## src/rtl/alu_op_sequencer.sv

```systemverilog
// Multi-cycle ALU operation sequencer: Y load, execute, optional mul/div settle, GPR or HI/LO write-back.
// Optional macro ALU_DIV_ZERO_TRAP_EN adds div_zero/div_trap and the DZ abort path for Divide.
//
// state  | meaning
// IDLE   | waiting for a request, req_ready high
// LOAD_Y | operand A from bus into Y
// EXEC   | ALU sees op_q and operand B; non-MD results captured into Z
// WAIT   | multiplier/divider settle, Z captured in the last cycle
// WB_LO  | GPR write-back (non-MD) or LO write-back (MD)
// WB_HI  | HI write-back (MD)
// ERR    | unknown opcode accepted, illegal pulse
// DZ     | divide by zero trapped (optional feature)
module alu_op_sequencer #(
  parameter int MULDIV_WAIT = 4,
  parameter int OPW         = 5
) (
  input  logic           clock,
  input  logic           clear,
  input  logic           req_valid,
  input  logic [OPW-1:0] req_opcode,
`ifdef ALU_DIV_ZERO_TRAP_EN
  input  logic           div_zero,
  output logic           div_trap,
`endif
  output logic           req_ready,
  output logic           y_in,
  output logic           b_out,
  output logic           imm_out,
  output logic [OPW-1:0] alu_op,
  output logic           z_in,
  output logic           zlo_out,
  output logic           zhi_out,
  output logic           rz_in,
  output logic           lo_in,
  output logic           hi_in,
  output logic           done,
  output logic           illegal,
  output logic           busy
);

  typedef enum logic [2:0] {
    S_IDLE, S_LOAD_Y, S_EXEC, S_WAIT, S_WB_LO, S_WB_HI, S_ERR, S_DZ
  } state_t;

  localparam logic [OPW-1:0] OP_DIV    = OPW'(15);
  localparam logic [OPW-1:0] OP_MUL    = OPW'(16);
  localparam logic [3:0]     WAIT_LOAD = 4'(MULDIV_WAIT - 1);

  state_t         state, state_d;
  logic [OPW-1:0] op_q, op_d;
  logic [3:0]     cnt, cnt_d;

  function automatic logic is_legal(input logic [OPW-1:0] op);
    return (op >= OPW'(3)) && (op <= OPW'(18));
  endfunction

  function automatic logic is_md(input logic [OPW-1:0] op);
    return (op == OP_DIV) || (op == OP_MUL);
  endfunction

  function automatic logic is_imm(input logic [OPW-1:0] op);
    return (op >= OPW'(12)) && (op <= OPW'(14));
  endfunction

  function automatic logic is_reg(input logic [OPW-1:0] op);
    return (op >= OPW'(3)) && (op <= OPW'(11));
  endfunction

  always_comb begin
    state_d = state;
    op_d    = op_q;
    cnt_d   = cnt;
    case (state)
      S_IDLE: begin
        // req_ready is itself registered high only in IDLE and out of reset
        if (req_valid && req_ready) begin
          op_d    = req_opcode;
          state_d = is_legal(req_opcode) ? S_LOAD_Y : S_ERR;
        end
      end
      S_LOAD_Y: state_d = S_EXEC;
      S_EXEC: begin
`ifdef ALU_DIV_ZERO_TRAP_EN
        if ((op_q == OP_DIV) && div_zero) begin
          state_d = S_DZ;
        end else
`endif
        if (is_md(op_q)) begin
          state_d = S_WAIT;
          cnt_d   = WAIT_LOAD;
        end else begin
          state_d = S_WB_LO;
        end
      end
      S_WAIT: begin
        if (cnt == 4'd0) state_d = S_WB_LO;
        else             cnt_d   = cnt - 4'd1;
      end
      S_WB_LO: state_d = is_md(op_q) ? S_WB_HI : S_IDLE;
      default: state_d = S_IDLE;
    endcase
  end

  // Outputs are decoded from the next state so they line up with the state they describe.
  always_ff @(posedge clock or negedge clear) begin
    if (!clear) begin
      state     <= S_IDLE;
      op_q      <= '0;
      cnt       <= '0;
      req_ready <= 1'b0;
      y_in      <= 1'b0;
      b_out     <= 1'b0;
      imm_out   <= 1'b0;
      alu_op    <= '0;
      z_in      <= 1'b0;
      zlo_out   <= 1'b0;
      zhi_out   <= 1'b0;
      rz_in     <= 1'b0;
      lo_in     <= 1'b0;
      hi_in     <= 1'b0;
      done      <= 1'b0;
      illegal   <= 1'b0;
      busy      <= 1'b0;
`ifdef ALU_DIV_ZERO_TRAP_EN
      div_trap  <= 1'b0;
`endif
    end else begin
      state     <= state_d;
      op_q      <= op_d;
      cnt       <= cnt_d;
      req_ready <= (state_d == S_IDLE);
      busy      <= (state_d != S_IDLE);
      y_in      <= 1'b0;
      b_out     <= 1'b0;
      imm_out   <= 1'b0;
      alu_op    <= '0;
      z_in      <= 1'b0;
      zlo_out   <= 1'b0;
      zhi_out   <= 1'b0;
      rz_in     <= 1'b0;
      lo_in     <= 1'b0;
      hi_in     <= 1'b0;
      done      <= 1'b0;
      illegal   <= 1'b0;
`ifdef ALU_DIV_ZERO_TRAP_EN
      div_trap  <= (state_d == S_DZ);
`endif
      case (state_d)
        S_LOAD_Y: y_in <= 1'b1;
        S_EXEC: begin
          alu_op  <= op_d;
          b_out   <= is_reg(op_d) || is_md(op_d);
          imm_out <= is_imm(op_d);
          z_in    <= !is_md(op_d);
        end
        S_WAIT: begin
          alu_op <= op_d;
          b_out  <= 1'b1;
          z_in   <= (cnt_d == 4'd0);
        end
        S_WB_LO: begin
          if (!is_md(op_d)) begin
            zlo_out <= 1'b1;
            rz_in   <= 1'b1;
            done    <= 1'b1;
          end else begin
            // Divide puts the quotient (Z high half) into LO
            zlo_out <= (op_d == OP_MUL);
            zhi_out <= (op_d == OP_DIV);
            lo_in   <= 1'b1;
          end
        end
        S_WB_HI: begin
          zhi_out <= (op_d == OP_MUL);
          zlo_out <= (op_d == OP_DIV);
          hi_in   <= 1'b1;
          done    <= 1'b1;
        end
        S_ERR:   illegal <= 1'b1;
        default: ;
      endcase
    end
  end

endmodule

```

## config.mk

```make
export PLATFORM = sky130hd
export DESIGN_NAME = alu_op_sequencer
export DESIGN_NICKNAME = d
export VERILOG_FILES = /design/src/rtl/alu_op_sequencer.sv
export SDC_FILE = /design/constraint.sdc
export NUM_CORES = 1
export LEC_CHECK = 0
export ABC_AREA = 1
export CELL_PAD_IN_SITES_DETAIL_PLACEMENT = 1
export CELL_PAD_IN_SITES_GLOBAL_PLACEMENT = 1
export CORE_UTILIZATION = 34
export DETAILED_ROUTE_END_ITERATION = 16
export HOLD_SLACK_MARGIN = 0.08
export PLACE_DENSITY = 0.79
export SYNTH_ARGS = -nofsm -noshare
export SYNTH_HDL_FRONTEND = slang
export SYNTH_SLANG_ARGS = --single-unit
```

## constraint.sdc

```tcl
create_clock -name clock -period 1.45 [get_ports clock]
set_input_delay 0.2175 -clock clock [delete_from_list [all_inputs] [get_ports clock]]
set_output_delay 0.2175 -clock clock [all_outputs]
set_load 0.05 [all_outputs]
```

==> flow_metrics.py, run 1 <==
metrics = {
    "global_routing": {
        "grt_max_degree": 31,
        "use_met1_pct": 34.5,
        "first_global_vias": 1692,
        "top_usage_layer": "met2",
        "grt_use_met2_pct": 48.5,
        "track_usage_pct": 28.2,
        "antenna_found_initial": 0,
        "use_met3_pct": 5.17,
        "grt_overflow_total": 0,
        "grt_first_pass_wirelength_mm": 9.04,
    },
    "synthesis": {
        "ys_types": 25,
        "synthCells": 180,
        "synth-seq-cells": 30,
        "synth_common_cells": "nand2_1 (49), dfrtp_1 (30), inv_1 (24)",
        "syn_area_per_cell_sq_um": 8.22,
        "synth_nets": 189,
        "synth_edf_count": 0,
        "synth_warnings": 0,
        "yosysMostFrequentCell": "nand2_1",
        "synthTopCellsByArea": "dfrtp_1 (51%), nand2_1 (12%), inv_1 (6.1%), nand2_2 (5.9%), nand3_1 (5.4%)",
        "synth_flop_cell": "dfrtp_1",
        "synth_area_sq_um": 1480,
        "async_reset_ff_share_pct": 100,
        "synth_top_cell_by_area": "dfrtp_1",
        "ys_seq_area_share_pct": 50.8,
        "yosys.area.top_type_share_pct": 50.8,
    },
    "sta": {
        "fin_ws_ns": -0.189,
        "period_needed_ns": 1.64,
        "slew_headroom_pct": 76.2,
        "fmax_mhz": 610,
        "rsz0062_at_grt": "true",
        "skew_ns": 0.00934,
        "finalSetupViolCount": 19,
        "slew_viol_final": 0,
        "finalHoldViolCount": 0,
        "setup_tns_ns": -2.14,
        "worst_slew_pin_slew_ns": 0.354,
        "min_period_over_period_pct": 113,
    },
    "pwr": {
        "ir_drop_uv": 1480,
        "p_leak_uw": 0.00143,
        "p_per_area_nw_per_um2": 2380,
    },
    "detailed_routing": {
        "vias_per_cell": 5.07,
        "wl_mm": 6.73,
        "wl_per_cell_microns": 21.3,
        "drtAntennaViolNets": 0,
        "drc": 0,
        "vias": 1602,
        "drtPass1Iterations": 4,
        "drt_iter0_drc": 67,
    },
    "place": {
        "dp.cells": 284,
        "portBuffers": 25,
        "postPlaceCellArea_sq_um": 2100,
        "globalplace.congestion": 0.828,
        "hpwl_mm": 3.06,
    },
    "clock_network": {
        "clk_pin_slew_worst_paths_ns": 0.08,
        "ctsRootBufferMaster": "clkbuf_8",
        "clk_latency_ns": 0.31,
        "cts_sinks": 30,
        "clock_path_buffers": 2,
        "numCtsBuffers": 5,
        "cts_tree": "yes",
        "ctsHoldBuffers": 0,
        "cts-htree-levels": 2,
    },
    "floorplan": {
        "die-area_sq_um": 4620,
        "row_count": 23,
        "initial_core_util_pct": 36.2,
        "pin_count": 26,
        "die_width_microns": 68.0,
        "dieHeight_microns": 68.0,
        "core_area_sq_um": 4090,
    },
    "run_status": {
        "outcome": "complete, but fails checks",
        "violations": "setup timing",
    },
    "layout": {
        "final-instance-count-excl-fill": 316,
        "finish.instance_area_sq_um": 2740,
        "fillCellCount": 454,
        "drive_gt1_share_pct": 65.4,
        "nNetsFinal": 274,
        "syn2layout_area_growth_pct": 85.2,
        "multi_input_area_sq_um": 936,
        "seq_area_sq_um": 756,
        "antenna_cells": 0,
    },
    "critical_path": {
        "end_kind": "flip-flop",
        "critPathMaxFanout": 6,
        "worstSetupPathType": "flip-flop to flip-flop",
        "crit_arrival_ns": 1.83,
        "required_ns": 1.64,
        "cp-start-kind": "flip-flop",
    },
    "hold_path": {
        "min_path_type": "input port to async pin",
    },
    "flow_run": {
        "cap_violations": 0,
    },
}
-- cell usage in the layout (no fill, tap or decap), drive strengths merged --
cell type,Yosys,final
buf,0,71
nor3,1,1
clkinv,1,1
clkbuf,0,6
nor4,1,1
ha,1,1
nor2,22,22
dlygate4sd2,0,1
xor2,1,1
o22ai,1,1
o21ai,3,3
nand3b,1,1
a21oi,2,2
nand4,5,5
dfrtp,30,30
clkdlybuf4s50,0,6
xnor2,1,1
inv,27,28
clkinvlp,0,1
nand3,18,18
nand2,65,65
-- layout make-up --
class / instances / area share (%)
clock inverter: 2 / 0.457
sequential: 30 / 27.6
inverter: 28 / 4.11
timing repair buffer: 78 / 28.4
tap: 50 / 2.28
clock buffer: 6 / 3.02
multi-input combinational: 122 / 34.2
-- worst max-delay path: stages (launching register included) --
cell     delay (ns)
dfrtp_2        0.46
nor2_4         0.19
buf_6          0.12
nand4_1        0.18
nand2_4        0.19
a21oi_1        0.07
nand2_1        0.12
nand3_2        0.09
nand2_2        0.06
nand2_1        0.05
-- sequential cells by signal, summed over array words and instances, names as in the netlist, 3 cells and up --
name	count
alu_op	5
cnt	4
op_q	5
state	3
-- final timing paths --
| check | slack, ns | endpoint | cells past startpoint | from |
|---|---|---|---|---|
| max | -0.19 | b_out | 9 | state[1] |
| min | 0.28 | busy | 2 | clear |
| max reg2reg | -0.19 | b_out | 9 | state[1] |
| min reg2reg | 0.65 | cnt[2] | 2 | cnt[2] |
| max in group asynchronous | 0.96 | state[1] | 2 | clear |
| min in group clock | 0.65 | cnt[2] | 2 | cnt[2] |
-- kinds of logic after synthesis --
kind of cell / share of synthesized area, %
simple gates: 37.7
buf+inv: 7.11
xor+xnor: 1.18
flops: 50.8
compound gates: 2.37
fa+ha+maj: 0.846
-- metal layers --
| metal | vias up | routed length, microns |
|---|---|---|
| met5 | - | 0 |
| met4 | 0 | 176 |
| met2 | 39 | 3450 |
| met1 | 818 | 2890 |
| li1 | 732 | - |
| met3 | 13 | 204 |
-- report_power, final --
part           switching [uW]  internal [uW]  total (uW)
combinational            2530           1830        4350
sequential                283           1120        1400
clock                     377            382         759
-- repair_timing --
item | in CTS | in global routing
setup endpoints to repair | 16 | 20
pin swaps | 33 | 19
setup buffers | 15 | 10
resized for setup | 54 | 51
-- metrics by stage --
stage          total power, uW  worst slack (ns)  hold slack (ns)  util [%]
2_1_floorplan             2900          -0.00277          -0.0781         -
3_3_place_gp              4090            -0.280            0.573      51.3
3_5_place_dp              4190            -0.354            0.592      51.3
4_1_cts                   5760           -0.0577            0.295      61.4
5_1_grt                   6780            -0.266            0.295      67.0
6_report                  6510            -0.189            0.285      67.0
Note: power is estimated with default switching activity, not from simulation.
==> run 2: changes to the inputs <==
SKIP_LAST_GASP = 1   (was unset)
==> flow_metrics.py, run 2 (same netlist as run 1, synthesis figures left out) <==
metrics = {
    "run_status": {
        "outcome": "complete, but fails checks",
        "violations": "setup timing",
    },
    "place": {
        "portBuffers": 25,
        "hpwl_mm": 3.06,
        "globalplace.congestion": 0.828,
        "dp.cells": 284,
        "place_ws_ns": -0.354,
    },
    "clock_network": {
        "cts-htree-levels": 2,
        "ctsRootBufferMaster": "clkbuf_8",
        "numCtsBuffers": 5,
        "clk_latency_ns": 0.29,
        "ctsHoldBuffers": 0,
        "clock_path_buffers": 2,
        "cts_tree": "yes",
        "cts_sinks": 30,
        "clk_pin_slew_worst_paths_ns": 0.07,
    },
    "sta": {
        "slew_viol_final": 0,
        "min_period_over_period_pct": 113,
        "period_needed_ns": 1.64,
        "finalHoldViolCount": 0,
        "worst_slew_pin_slew_ns": 0.375,
        "setup_tns_ns": -1.81,
        "finalSetupViolCount": 17,
        "rsz0062_at_grt": "true",
        "fin_ws_ns": -0.189,
        "fmax_mhz": 610,
        "hold_slack_ns": 0.277,
        "skew_ns": 0.00565,
        "slew_headroom_pct": 74.8,
    },
    "critical_path": {
        "worst-r2r-setup-slack_ns": -0.19,
        "slowest_stage": "dfrtp_2",
        "cp_slowest_stage_delay_ns": 0.42,
        "crit_top_cell": "buf_4",
        "end_kind": "flip-flop",
        "worstPathCellList": "inv_2 > buf_4 > nor2_4 > nand2_4 > buf_4 > nand2_2 > nor2_4 > buf_4 > nand2_2 > nor2_2",
        "crit_arrival_ns": 1.82,
        "reg2reg_to": "lo_in",
        "worstSetupPathType": "flip-flop to flip-flop",
        "worstReg2RegStart": "state[0]",
        "cp-start-kind": "flip-flop",
        "critPathMaxFanout": 6,
        "reg2reg_depth": 10,
        "required_ns": 1.63,
    },
    "pwr": {
        "total_power_uw": 6360,
        "p_leak_uw": 0.00143,
        "p_comb_share_pct": 66.6,
        "ir_drop_uv": 1190,
        "switchingPower_uw": 3110,
        "p_per_area_nw_per_um2": 2420,
        "clockPowerShare_pct": 11.7,
        "netSwitchingFraction_pct": 48.8,
        "p_int_uw": 3260,
        "p_seq_share_pct": 21.7,
    },
    "detailed_routing": {
        "drt_iter0_drc": 70,
        "wl_per_cell_microns": 21.3,
        "drtAntennaViolNets": 0,
        "vias": 1627,
        "wl_mm": 6.69,
        "drc": 0,
        "vias_per_cell": 5.18,
        "drtPass1Iterations": 4,
    },
    "layout": {
        "antenna_cells": 0,
        "multi_input_area_sq_um": 865,
        "seq_area_sq_um": 756,
        "layout_commonest_cell": "buf_4",
        "fillCellCount": 466,
        "nNetsFinal": 272,
        "final-instance-count-excl-fill": 314,
        "syn2layout_area_growth_pct": 77.8,
        "drive_gt1_share_pct": 59.1,
        "final_cell_mix": "buf_4 (53), nand2_1 (34), dfrtp_1 (26), nand2_2 (18), inv_1 (16)",
        "top_regs": "alu_op x5, op_q x5, cnt x4",
    },
    "global_routing": {
        "track_usage_pct": 28.2,
        "antenna_found_initial": 0,
        "first_global_vias": 1647,
        "grt_max_degree": 31,
        "grt_overflow_total": 0,
        "grt_first_pass_wirelength_mm": 9.08,
    },
    "floorplan": {
        "dieHeight_microns": 68.0,
        "die_width_microns": 68.0,
        "row_count": 23,
        "pin_count": 26,
        "die-area_sq_um": 4620,
        "initial_core_util_pct": 36.2,
        "core_area_sq_um": 4090,
    },
    "hold_path": {
        "min_path_type": "input port to async pin",
    },
    "flow_run": {
        "cap_violations": 0,
    },
}
## run 2: power groups by stage
stage          combinational (uW)  sequential, uW  clock, uW
6_report                     4240            1380        743
5_1_grt                      4410            1400        781
4_1_cts                      3670            1340        727
3_5_place_dp                 2840            1350          0
3_3_place_gp                 2740            1340          0
2_1_floorplan                1170            1730          0
## run 2: how the worst max path moves through the flow
stage	startpoint	to	depth (start not counted)
floorplan	req_ready	lo_in	10
global placement	req_valid	lo_in	11
detailed placement	req_valid	imm_out	7
CTS	op_q[1]	busy	11
global route	cnt[1]	z_in	10
finish	state[0]	lo_in	10
## run 2: final cells by class
cell class / count / share of cell area, %
sequential: 30 / 28.7
timing repair buffer: 76 / 28.3
multi-input combinational: 122 / 32.9
tap: 50 / 2.38
clock inverter: 2 / 0.476
inverter: 28 / 4.14
clock buffer: 6 / 3.14
## run 2: worst max-delay path: cells and delay by family (launching register included)
family                 cells  cell delay (ns)
DFF                        1             0.42
and+or+nand+nor            6             0.58
buffers and inverters      4             0.53
## run 2: metal layers
metal,up-vias,wire [microns],global-route usage [%]
met4,0,243,10.9
met1,837,2790,34.9
li1,725,-,-
met2,44,3460,47.9
met3,21,201,5.33
met5,-,0,0
## run 2: what timing repair did
action	4_1_cts	5_1_grt
resized for setup	52	24
pin swaps	32	29
hold endpoints to repair	0	0
endpoints found under the setup margin	16	20
buffers inserted	15	7
## run 2: per-stage QoR
step	utilization, %	instance area, sq um
detailed placement	51.3	2100
CTS	61.2	2500
floorplan	-	1490
global placement	51.3	2100
finish	64.4	2630
global route	64.4	2630
==> run 3: changes to the inputs <==
GPL_ROUTABILITY_DRIVEN = 0   (was unset)
==> results of run 3 <==
No change in the layout: final DEF, timing and power equal those of run 2.
